File: src/rtl/branch_target_stage.sv
// branch_target_stage: computes the branch target and the taken decision from the shifted offset and PC+4, and registers them behind a valid/ready handshake with a one-entry skid buffer.
//   clk_i, rst_i (async, active-low)
//   in_valid_i/in_ready_o: upstream handshake
//   pc_plus4_i, offset_sl2_i, branch_i, bne_i, zero_i: branch operands
//   flush_i: kills held and incoming entries
//   out_valid_o/out_ready_i: downstream handshake
//   target_o, taken_o, branch_o, misalign_o: registered result
//   Optional macro BRANCH_TARGET_STATS_EN adds branch_cnt_o/taken_cnt_o drain counters.
module branch_target_stage #(
    parameter int ADDR_W = 32
) (
    input  logic              clk_i,
    input  logic              rst_i,
    input  logic              in_valid_i,
    output logic              in_ready_o,
    input  logic [ADDR_W-1:0] pc_plus4_i,
    input  logic [ADDR_W-1:0] offset_sl2_i,
    input  logic              branch_i,
    input  logic              bne_i,
    input  logic              zero_i,
    input  logic              flush_i,
    output logic              out_valid_o,
    input  logic              out_ready_i,
    output logic [ADDR_W-1:0] target_o,
    output logic              taken_o,
    output logic              branch_o,
    output logic              misalign_o
`ifdef BRANCH_TARGET_STATS_EN
    ,
    output logic [31:0]       branch_cnt_o,
    output logic [31:0]       taken_cnt_o
`endif
);
    localparam int EW = ADDR_W + 3;

    // Entry layout: {taken, branch, misalign, target}
    logic [EW-1:0] in_e, m_e, s_e;
    logic          m_valid, s_valid;
    logic          accept, drain;

    assign in_e = {branch_i & (zero_i ^ bne_i), branch_i, |offset_sl2_i[1:0], pc_plus4_i + offset_sl2_i};
    assign in_ready_o  = ~s_valid;
    assign out_valid_o = m_valid;
    assign {taken_o, branch_o, misalign_o, target_o} = m_e;
    assign accept = in_valid_i & in_ready_o;
    assign drain  = m_valid & out_ready_i;

    always_ff @(posedge clk_i or negedge rst_i) begin
        if (!rst_i) begin
            m_valid <= 1'b0;
            s_valid <= 1'b0;
            m_e     <= '0;
            s_e     <= '0;
        end else if (flush_i) begin
            m_valid <= 1'b0;
            s_valid <= 1'b0;
        end else if (s_valid) begin
            // FULL: in_ready_o is low, so only a drain can move the skid entry forward
            if (drain) begin
                m_e     <= s_e;
                s_valid <= 1'b0;
            end
        end else if (m_valid) begin
            if (accept && drain) begin
                m_e <= in_e;
            end else if (accept) begin
                s_e     <= in_e;
                s_valid <= 1'b1;
            end else if (drain) begin
                m_valid <= 1'b0;
            end
        end else if (accept) begin
            m_e     <= in_e;
            m_valid <= 1'b1;
        end
    end

`ifdef BRANCH_TARGET_STATS_EN
    // A drain in a flush cycle is still a completed transfer, so flush is ignored here
    always_ff @(posedge clk_i or negedge rst_i) begin
        if (!rst_i) begin
            branch_cnt_o <= '0;
            taken_cnt_o  <= '0;
        end else if (drain && branch_o) begin
            branch_cnt_o <= branch_cnt_o + 32'd1;
            taken_cnt_o  <= taken_cnt_o + {31'd0, taken_o};
        end
    end
`endif
endmodule

File: config.mk
export PLATFORM = sky130hd
export DESIGN_NAME = branch_target_stage
export DESIGN_NICKNAME = d
export VERILOG_FILES = /design/src/rtl/branch_target_stage.sv
export SDC_FILE = /design/constraint.sdc
export NUM_CORES = 1
export LEC_CHECK = 0
export ABC_CLOCK_PERIOD_IN_PS = 2000
export CAP_MARGIN = 20
export CORE_ASPECT_RATIO = 1.4
export CORE_MARGIN = 2
export CORE_UTILIZATION = 30
export DETAILED_ROUTE_END_ITERATION = 8
export GPL_TIMING_DRIVEN = 0
export MAX_ROUTING_LAYER = met4
export SLEW_MARGIN = 20
export SYNTH_ARGS = -nofsm -noshare
export SYNTH_HDL_FRONTEND = slang
export SYNTH_SLANG_ARGS = --single-unit
File: constraint.sdc
create_clock -name clk_i -period 2 [get_ports clk_i]
set_clock_uncertainty 0.15 [all_clocks]
set_input_delay 0.4 -clock clk_i [delete_from_list [all_inputs] [get_ports clk_i]]
set_output_delay 0.4 -clock clk_i [all_outputs]
set_load 0.005 [all_outputs]
* Word level (Yosys, flattened, before mapping)
Cells that the tools add are included.
Widths: inputs -> output; s select.
** Cells by class
- Multiply operators :: 0
- Mux-type cells :: 16
- Bitwise operators :: 7
- Equal/unequal tests :: 3
- Shifts and indexed selects :: 0
- Div/mod/pow operators :: 0
- $add $sub $neg :: 1
- $lt $le $gt $ge :: 0
- Reductions and logical operators :: 5
** Operator list (count)
- $mux 35 :: 5
- $add 32x32->32 :: 1
- $mux 1 :: 11
- $reduce_and 5->1 :: 1
- $reduce_and 4->1 :: 1
- $and 1x1->1 :: 3
- $ne 3x1->1 const B :: 1
- $not 1->1 :: 3
- $reduce_bool 3->1 :: 1
- $ne 2x1->1 const B :: 1
- $ne 2x2->1 const B :: 1
- $reduce_or 2->1 :: 1
- $logic_and 1x1->1 :: 1
- $xor 1x1->1 :: 1
** Storage, ports and cells
- Bits in latches :: 0
- Logic and storage cells :: 36
- Bits of input ports :: 72
- Bits in read-only memories :: 0
- Bits in registers :: 72
- Memories kept :: 0
- Bits in writable memories :: 0

* Logic depth before layout (Yosys ltp)
Gate-level depths: netlist (run 1).
- Depth after elaboration :: 7
- Depth in mapped cells :: 11
- Depth with buffers taken out :: 11

* Worst setup path before layout (run 1)
OpenSTA, ideal clock, no wires.
- Kind :: input port to flip-flop
- Start point :: input port pc_plus4_i[0]
- End point :: register s_e[28]
- Arrival time :: 2.452 ns
- Stages on the path :: 11
- Library setup time :: 0.128 ns
- Slack :: -0.729 ns
- Cells stage by stage :: ha_1 > fa_1 > a21o_1 > a31o_2 > a21boi_2 > o21ai_1 > a21oi_1 > o31ai_1 > a21oi_1 > xor2_1 > o21ai_0
** Between the ends
- Longest elaborated chain between the ends :: 1
** Ends and longest elaborated chain
- start, declared :: RTL line 16 : input logic [ADDR_W-1:0] pc_plus4_i,
- $add 32x32->32 :: RTL line 41 : assign in_e = {branch_i & (zero_i ^ bne_i), branch_i, |offset_sl2_i[1:0], pc_plus4_i + offset_sl2_i};
- end signal, assigned :: RTL line 67 : s_e <= in_e;
- end, declared :: RTL line 37 : logic [EW-1:0] in_e, m_e, s_e;
Every way passes these cells.
A chain may end at the register's enable or synchronous reset.

* Worst setup path after layout (run 1)
- Start point :: input port offset_sl2_i[0]
- End point :: register m_e[26]
** Between the ends
- Longest elaborated chain between the ends :: 4
** Ends and longest elaborated chain
- start, declared :: RTL line 17 : input logic [ADDR_W-1:0] offset_sl2_i,
- $add 32x32->32 (*) :: RTL line 41
- $mux 35, on equally long branches :: RTL line 72, 64
- $mux 35 (*) :: RTL line 63 : end else if (m_valid) begin
- $mux 35 (*) :: RTL line 57 : end else if (s_valid) begin
- end signal, assigned :: RTL line 65 : m_e <= in_e;
- end signal, assigned :: RTL line 73 : m_e <= in_e;
- end, declared :: RTL line 37
Every way passes the cells marked *; elsewhere a longest branch is shown, timed or not. The select of a mux whose other input is x is not followed.

==> results of run 1 <==
cell usage in the layout (no fill, tap or decap), types with 7 or more instances in the layout:
cell type,synthesis,layout
a31oi_1,7,7
nand2_1,86,81
o21ai_0,55,23
a21oi_1,53,36
and3_1,11,8
nor2_2,1,7
o21ai_1,9,27
clkbuf_16,0,9
buf_2,7,12
dlygate4sd2_1,0,17
mux2i_1,8,8
a21o_1,11,11
buf_4,2,48
o21ai_2,1,11
nand3_1,14,13
o21a_1,8,8
nor2_1,31,24
xnor2_2,0,10
ha_1,31,8
clkbuf_4,0,7
dfrtp_1,72,71
a21oi_2,2,13
clkbuf_1,22,8
xnor2_1,22,8
mux2_2,11,9
clkdlybuf4s50_1,0,66
buf_6,1,23
ha_4,0,23
registers in the layout, summed over array words and instances (netlist names):
name / cells
s_e: 35
out_valid_o: 1
m_e: 35
s_valid: 1
routing by layer:
| layer | track usage [%] | routed length, um | share of wire (%) | up-vias |
|---|---|---|---|---|
| met2 | 33.5 | 8450 | 55 | 116 |
| met4 | 6.93 | 414 | 2.7 | 0 |
| met1 | 20.9 | 5900 | 38 | 2331 |
| li1 | - | - | - | 2243 |
| met5 | - | 0 | 0 | - |
| met3 | 2.01 | 571 | 3.7 | 27 |
Yosys cell counts, drive strengths merged (2+ instances only):
cell type  count
clkbuf        22
o211ai         4
o21a           8
nor2b          2
mux2          11
xnor2         22
a21o          11
nand3         15
nand2b         2
dfrtp         72
a21oi         55
a221oi         2
o21bai         2
nor2          32
inv            5
mux2i          8
and3          11
and2           2
nand2         86
a21boi         3
o31ai          3
a211oi         6
nor3           6
a31oi          8
nand4          5
a211o          2
xor2          10
a31o           2
ha            31
o21ai         65
buf           11
timing repair:
item,CTS,global route
setup buffers,41,20
endpoints found under the setup margin,71,69
hold endpoints to repair,24,0
hold buffers,1,0
gates resized for setup,230,67
pin swaps,81,70
power breakdown:
part	internal [mW]	switching, mW	leakage (nW)
clock network	1.12	0.569	0.154
registers	1.89	0.266	0.884
logic	1.36	1.10	2.28
cell type report:
class	instances	area (um2)
Clock inverter	3	65.1
Tap cell	196	245
Buffer	24	178
Fill cell	1415	7750
Inverter	5	21.3
Clock buffer	13	250
Multi-Input combinational cell	425	3600
Sequential cell	72	1800
Timing Repair Buffer	168	1560
through the flow:
stage	setup WS, ps	instances	TNS [ps]	hold slack, ps	area [um2]
floorplan	-551	535	-14250	-45.6	4850
global placement	-2050	839	-212050	305	6180
detailed placement	-1470	840	-66720	184	6200
CTS	-691	892	-16750	224	7320
global route	-718	906	-20180	264	7720
finish	-612	906	-16610	220	7720
cells by family after synthesis:
family,synth area share [%]
AO/OA/AOI/OAI,23.8
AND/OR/NAND/NOR,15.4
flip-flops,38.3
buffers and inverters,3.53
XOR/XNOR,5.95
adder cells (fa/ha/maj),8.66
multiplexers,4.33
how the worst min path moves through the flow:
stage,start,to,slack (ps),depth (start not counted)
2_1_floorplan,rst_i,m_e[0],-50,0
3_3_place_gp,s_e[21],s_e[21],300,2
3_5_place_dp,rst_i,s_e[0],180,1
4_1_cts,offset_sl2_i[0],s_e[32],220,3
5_1_grt,offset_sl2_i[0],s_e[32],260,3
6_report,offset_sl2_i[0],s_e[32],220,3
critical path, delay by kind of cell:
family / cells / cell delay, ps
adders and majority gates: 2 / 510
AOI/OAI and AO/OA: 6 / 1010
buffers and inverters: 2 / 260
muxes: 1 / 190
and+or+nand+nor: 2 / 300
==> flow_metrics.tcl, run 1 <==
set metrics [dict create \
    status "finished, violations left" \
    violations "setup timing" \
    cts_tree "yes" \
    die_w_um 110 \
    arrival_ps 2670 \
    cap_viol_max_count 0 \
    fin_util_pct 49.9 \
    grt_pass1_vias 4850 \
    ys_seq_area_share_pct 38.3 \
    clock-sinks 72 \
    cts_buffer_depth 2 \
    synth.avg_cell_area_um2 8.80 \
    synth_top_area_cell "dfrtp_1" \
    start_kind "input pin" \
    pin_count 109 \
    synth_cell_types 57 \
    fin_crit_sh_pct 131 \
    drt_wl_total_um 15300 \
    grt_max_degree 49 \
    grt_pass1_wl_um 24000 \
    cp-end-kind "flop" \
    timing.rr.start "s_valid" \
    root_buffer "clkbuf_16" \
    rsz0062_at_grt "true" \
    power.leakage_nw 3.32 \
    relSlewSlack_pct 50.5 \
    criticalPathCategory "in2reg" \
    core_um2 15500 \
    synth_fp_nets 639 \
    timing.fmax_mhz 383 \
    antenna_found_initial 0 \
    vias_per_cell 5.21 \
    drtAntennaViolNets 0 \
    worstPathRequired_ps 2060 \
    drv_slew 0 \
    ys_ff_latch 72 \
    power_mw 6.30 \
    setup_viol 41 \
    synth_ff_type "dfrtp_1" \
    crit_top_cell "o21ai_4" \
    cts_made_buffers 9 \
    vias 4717 \
    die_area_um2 16700 \
    synthTopCellsByArea "dfrtp_1, ha_1, nand2_1, o21ai_0, a21oi_1" \
    path_cells "buf_8 > ha_4 > fa_2 > a21o_1 > a31o_4 > and3b_2 > o21ai_4 > a21oi_4 > a21boi_2 > buf_4 > o21ai_4 > mux2i_1 > nand3_1" \
    portBuffers 108 \
    cts.clk_slew.worst_paths_ps 60 \
    clk_latency_ps 330 \
    synthArstFlopShare_pct 100 \
    n_antenna_cell 0 \
    r2r.worst_path.cells 7 \
    hpwl_um 10900 \
    setup_slack_ps -612 \
    gp_congestion 0.827 \
    synth_edf_count 0 \
    rows 54 \
    fin_nets 809 \
    power_density_nw_per_um2 816 \
    min_period_ps 2610 \
    crit_fanout 3 \
    synth.top_cell.area_share_pct 38.3 \
    peakVddDrop_mv 0.516 \
    rr_endpoint "m_e[27]" \
    synthToLayoutAreaGrowth_pct 64.0 \
    grt_overflow 0 \
    htreeDepth 3 \
    slowest_delay_ps 360 \
    drtIter0Drc 305 \
    synth_cells 535 \
    synth_warnings 0 \
    drive_gt1_share_pct 33.8 \
    hold_viol_final 0 \
    hp-class "in2reg" \
    drt-pass1-iter-count 4 \
    reg2reg_setup_slack_ps 0 \
    endpoint "m_e[26]" \
    start_util_pct 30.4 \
    track_usage_pct 18.7 \
    wl_per_cell_um 16.9 \
    worst_slew_pin_slew_ps 743 \
    crit_start "offset_sl2_i[0]" \
    cpMaxStageDelayCell "fa_2" \
    die_h_um 152 \
    drc 0 \
    netlist_area_um2 4710 \
]
No activity file was read; power rests on OpenSTA's default activity.
==> run 2, diff against run 1 <==
ABC_CLOCK_PERIOD_IN_PS = 2500   (was 2000)
clock period = 2.5 ns   (was 2 ns; I/O delays follow)
==> flow_metrics.tcl, run 2 (synthesized netlist as in run 1, its figures left out) <==
set metrics [dict create \
    arrival_ps 2700 \
    hpwl_um 11000 \
    worst_slew_pin_slew_ps 717 \
    multi_input_area_um2 3380 \
    seqCellArea_um2 1800 \
    power_density_nw_per_um2 683 \
    root_buffer "clkbuf_16" \
    setup_viol 17 \
    postPlaceCellArea_um2 6160 \
    drtIter0Drc 190 \
    grt.met3_usage_pct 2.44 \
    grt_max_degree 58 \
    grt_overflow 0 \
    clk_latency_ps 330 \
    n_antenna_cell 0 \
    cts_tree "yes" \
    synthToLayoutAreaGrowth_pct 54.8 \
    reg_top3 "m_e (35), s_e (35)" \
    wl_per_cell_um 16.7 \
    pin_count 109 \
    hold_path_depth 3 \
    die_h_um 152 \
    core_um2 15500 \
    layout_common_cells "nand2_1, clkdlybuf4s50_1, dfrtp_1" \
    timing.fmax_mhz 381 \
    grt_pass1_wl_um 23200 \
    clock-sinks 72 \
    fillers 1432 \
    vias_per_cell 5.17 \
    fin_area_um2 7290 \
    final_cells 886 \
    worstPathRequired_ps 2570 \
    peakVddDrop_mv 0.393 \
    drv_slew 0 \
    setup_slack_ps -125 \
    hp-class "in2reg" \
    start_util_pct 30.4 \
    relSlewSlack_pct 52.2 \
    busiest_layer "met2" \
    status "finished, violations left" \
    track_usage_pct 18.1 \
    power.leakage_nw 3.14 \
    fin_crit_sh_pct 105 \
    fin_nets 790 \
    cts_buffer_depth 2 \
    die_w_um 110 \
    die_area_um2 16700 \
    cts.clk_slew.worst_paths_ps 60 \
    hold_viol_final 0 \
    htreeDepth 3 \
    violations "setup timing" \
    drive_gt1_share_pct 27.0 \
    tns_ps -1040 \
    drtAntennaViolNets 0 \
    cp-end-kind "flop" \
    drt-pass1-iter-count 6 \
    gp_congestion 0.814 \
    power_mw 4.98 \
    start_kind "input pin" \
    portBuffers 108 \
    antenna_found_initial 0 \
    criticalPathCategory "in2reg" \
    drt_wl_total_um 14800 \
    cts_made_buffers 9 \
    crit_fanout 3 \
    met2_usage_pct 33.1 \
    vias 4581 \
    mostFrequentLayoutCell "nand2_1" \
    grt_pass1_vias 4724 \
    rows 54 \
    min_period_ps 2630 \
    drc 0 \
    rsz0062_at_grt "true" \
    cap_viol_max_count 0 \
    r2r.worst_path.cells 7 \
    dp_cells 840 \
    met1_usage_pct 19.8 \
    reg2reg_setup_slack_ps 140 \
]
[run 2: cell types whose count changed in the layout (fill, tap and decap cells not counted), moves of 4 or more]
cell | previous run | this run
o21ai_1 | 27 | 17
clkdlybuf4s50_1 | 66 | 72
buf_4 | 48 | 35
dlygate4sd2_1 | 17 | 13
buf_6 | 23 | 13
xnor2_4 | 4 | 0
clkbuf_1 | 8 | 13
xnor2_1 | 8 | 14
ha_2 | 0 | 4
o21ai_2 | 11 | 4
clkbuf_4 | 7 | 0
o21ai_0 | 23 | 40
[run 2: where the power goes]
group | internal [mW] | switching [mW]
Clock | 0.998 | 0.488
Sequential | 1.51 | 0.218
Combinational | 0.957 | 0.807
Total | 3.46 | 1.51
[run 2: worst paths after layout]
kind                                  from  endpoint
max                        offset_sl2_i[0]   m_e[22]
min                        offset_sl2_i[0]   s_e[32]
max reg2reg                        s_valid   m_e[24]
min reg2reg                        s_e[25]   s_e[25]
max in group asynchronous            rst_i    m_e[4]
min in group asynchronous            rst_i    s_e[0]
[run 2: per-layer routing]
| metal | up-vias | routed length [um] | part of all wire, % |
|---|---|---|---|
| met4 | 0 | 435 | 2.9 |
| met5 | - | 0 | 0 |
| li1 | 2201 | - | - |
| met2 | 116 | 8130 | 55 |
| met3 | 35 | 487 | 3.3 |
| met1 | 2229 | 5710 | 39 |
[run 2: layout make-up]
class	count	area share (%)
Tap cell	196	3.36
Timing Repair Buffer	147	18.9
Multi-Input combinational cell	425	46.4
Clock buffer	10	3.28
Clock inverter	5	1.42
Inverter	5	0.257
Sequential cell	72	24.7
Buffer	26	1.68
[run 2: worst max-delay path, stage by stage]
cell and delay (ps):
buf_8 100, ha_4 160, fa_2 330, a21o_1 190, a31o_4 250, and3b_1 200
o21ai_4 180, a21oi_4 110, a21boi_4 280, xor2_2 190, o21ai_1 80, o21a_1 130
[run 2: repair_timing]
action                                  in CTS  in global routing
gates resized for setup                    161                 50
pin swaps                                   56                 34
hold buffers                                 1                  0
endpoints found under the setup margin      48                 37
buffers inserted                            25                 12
endpoints found under the hold margin       15                  0
[run 2: stage by stage]
| stage | setup WS [ps] | hold slack [ps] | util (%) |
|---|---|---|---|
| 3_5_place_dp | -1040 | 238 | 39.8 |
| 6_report | -125 | 312 | 47.1 |
| 3_3_place_gp | -1640 | 304 | 39.7 |
| 5_1_grt | -193 | 356 | 47.1 |
| 4_1_cts | -190 | 320 | 45.2 |
| 2_1_floorplan | -151 | 54.4 | - |
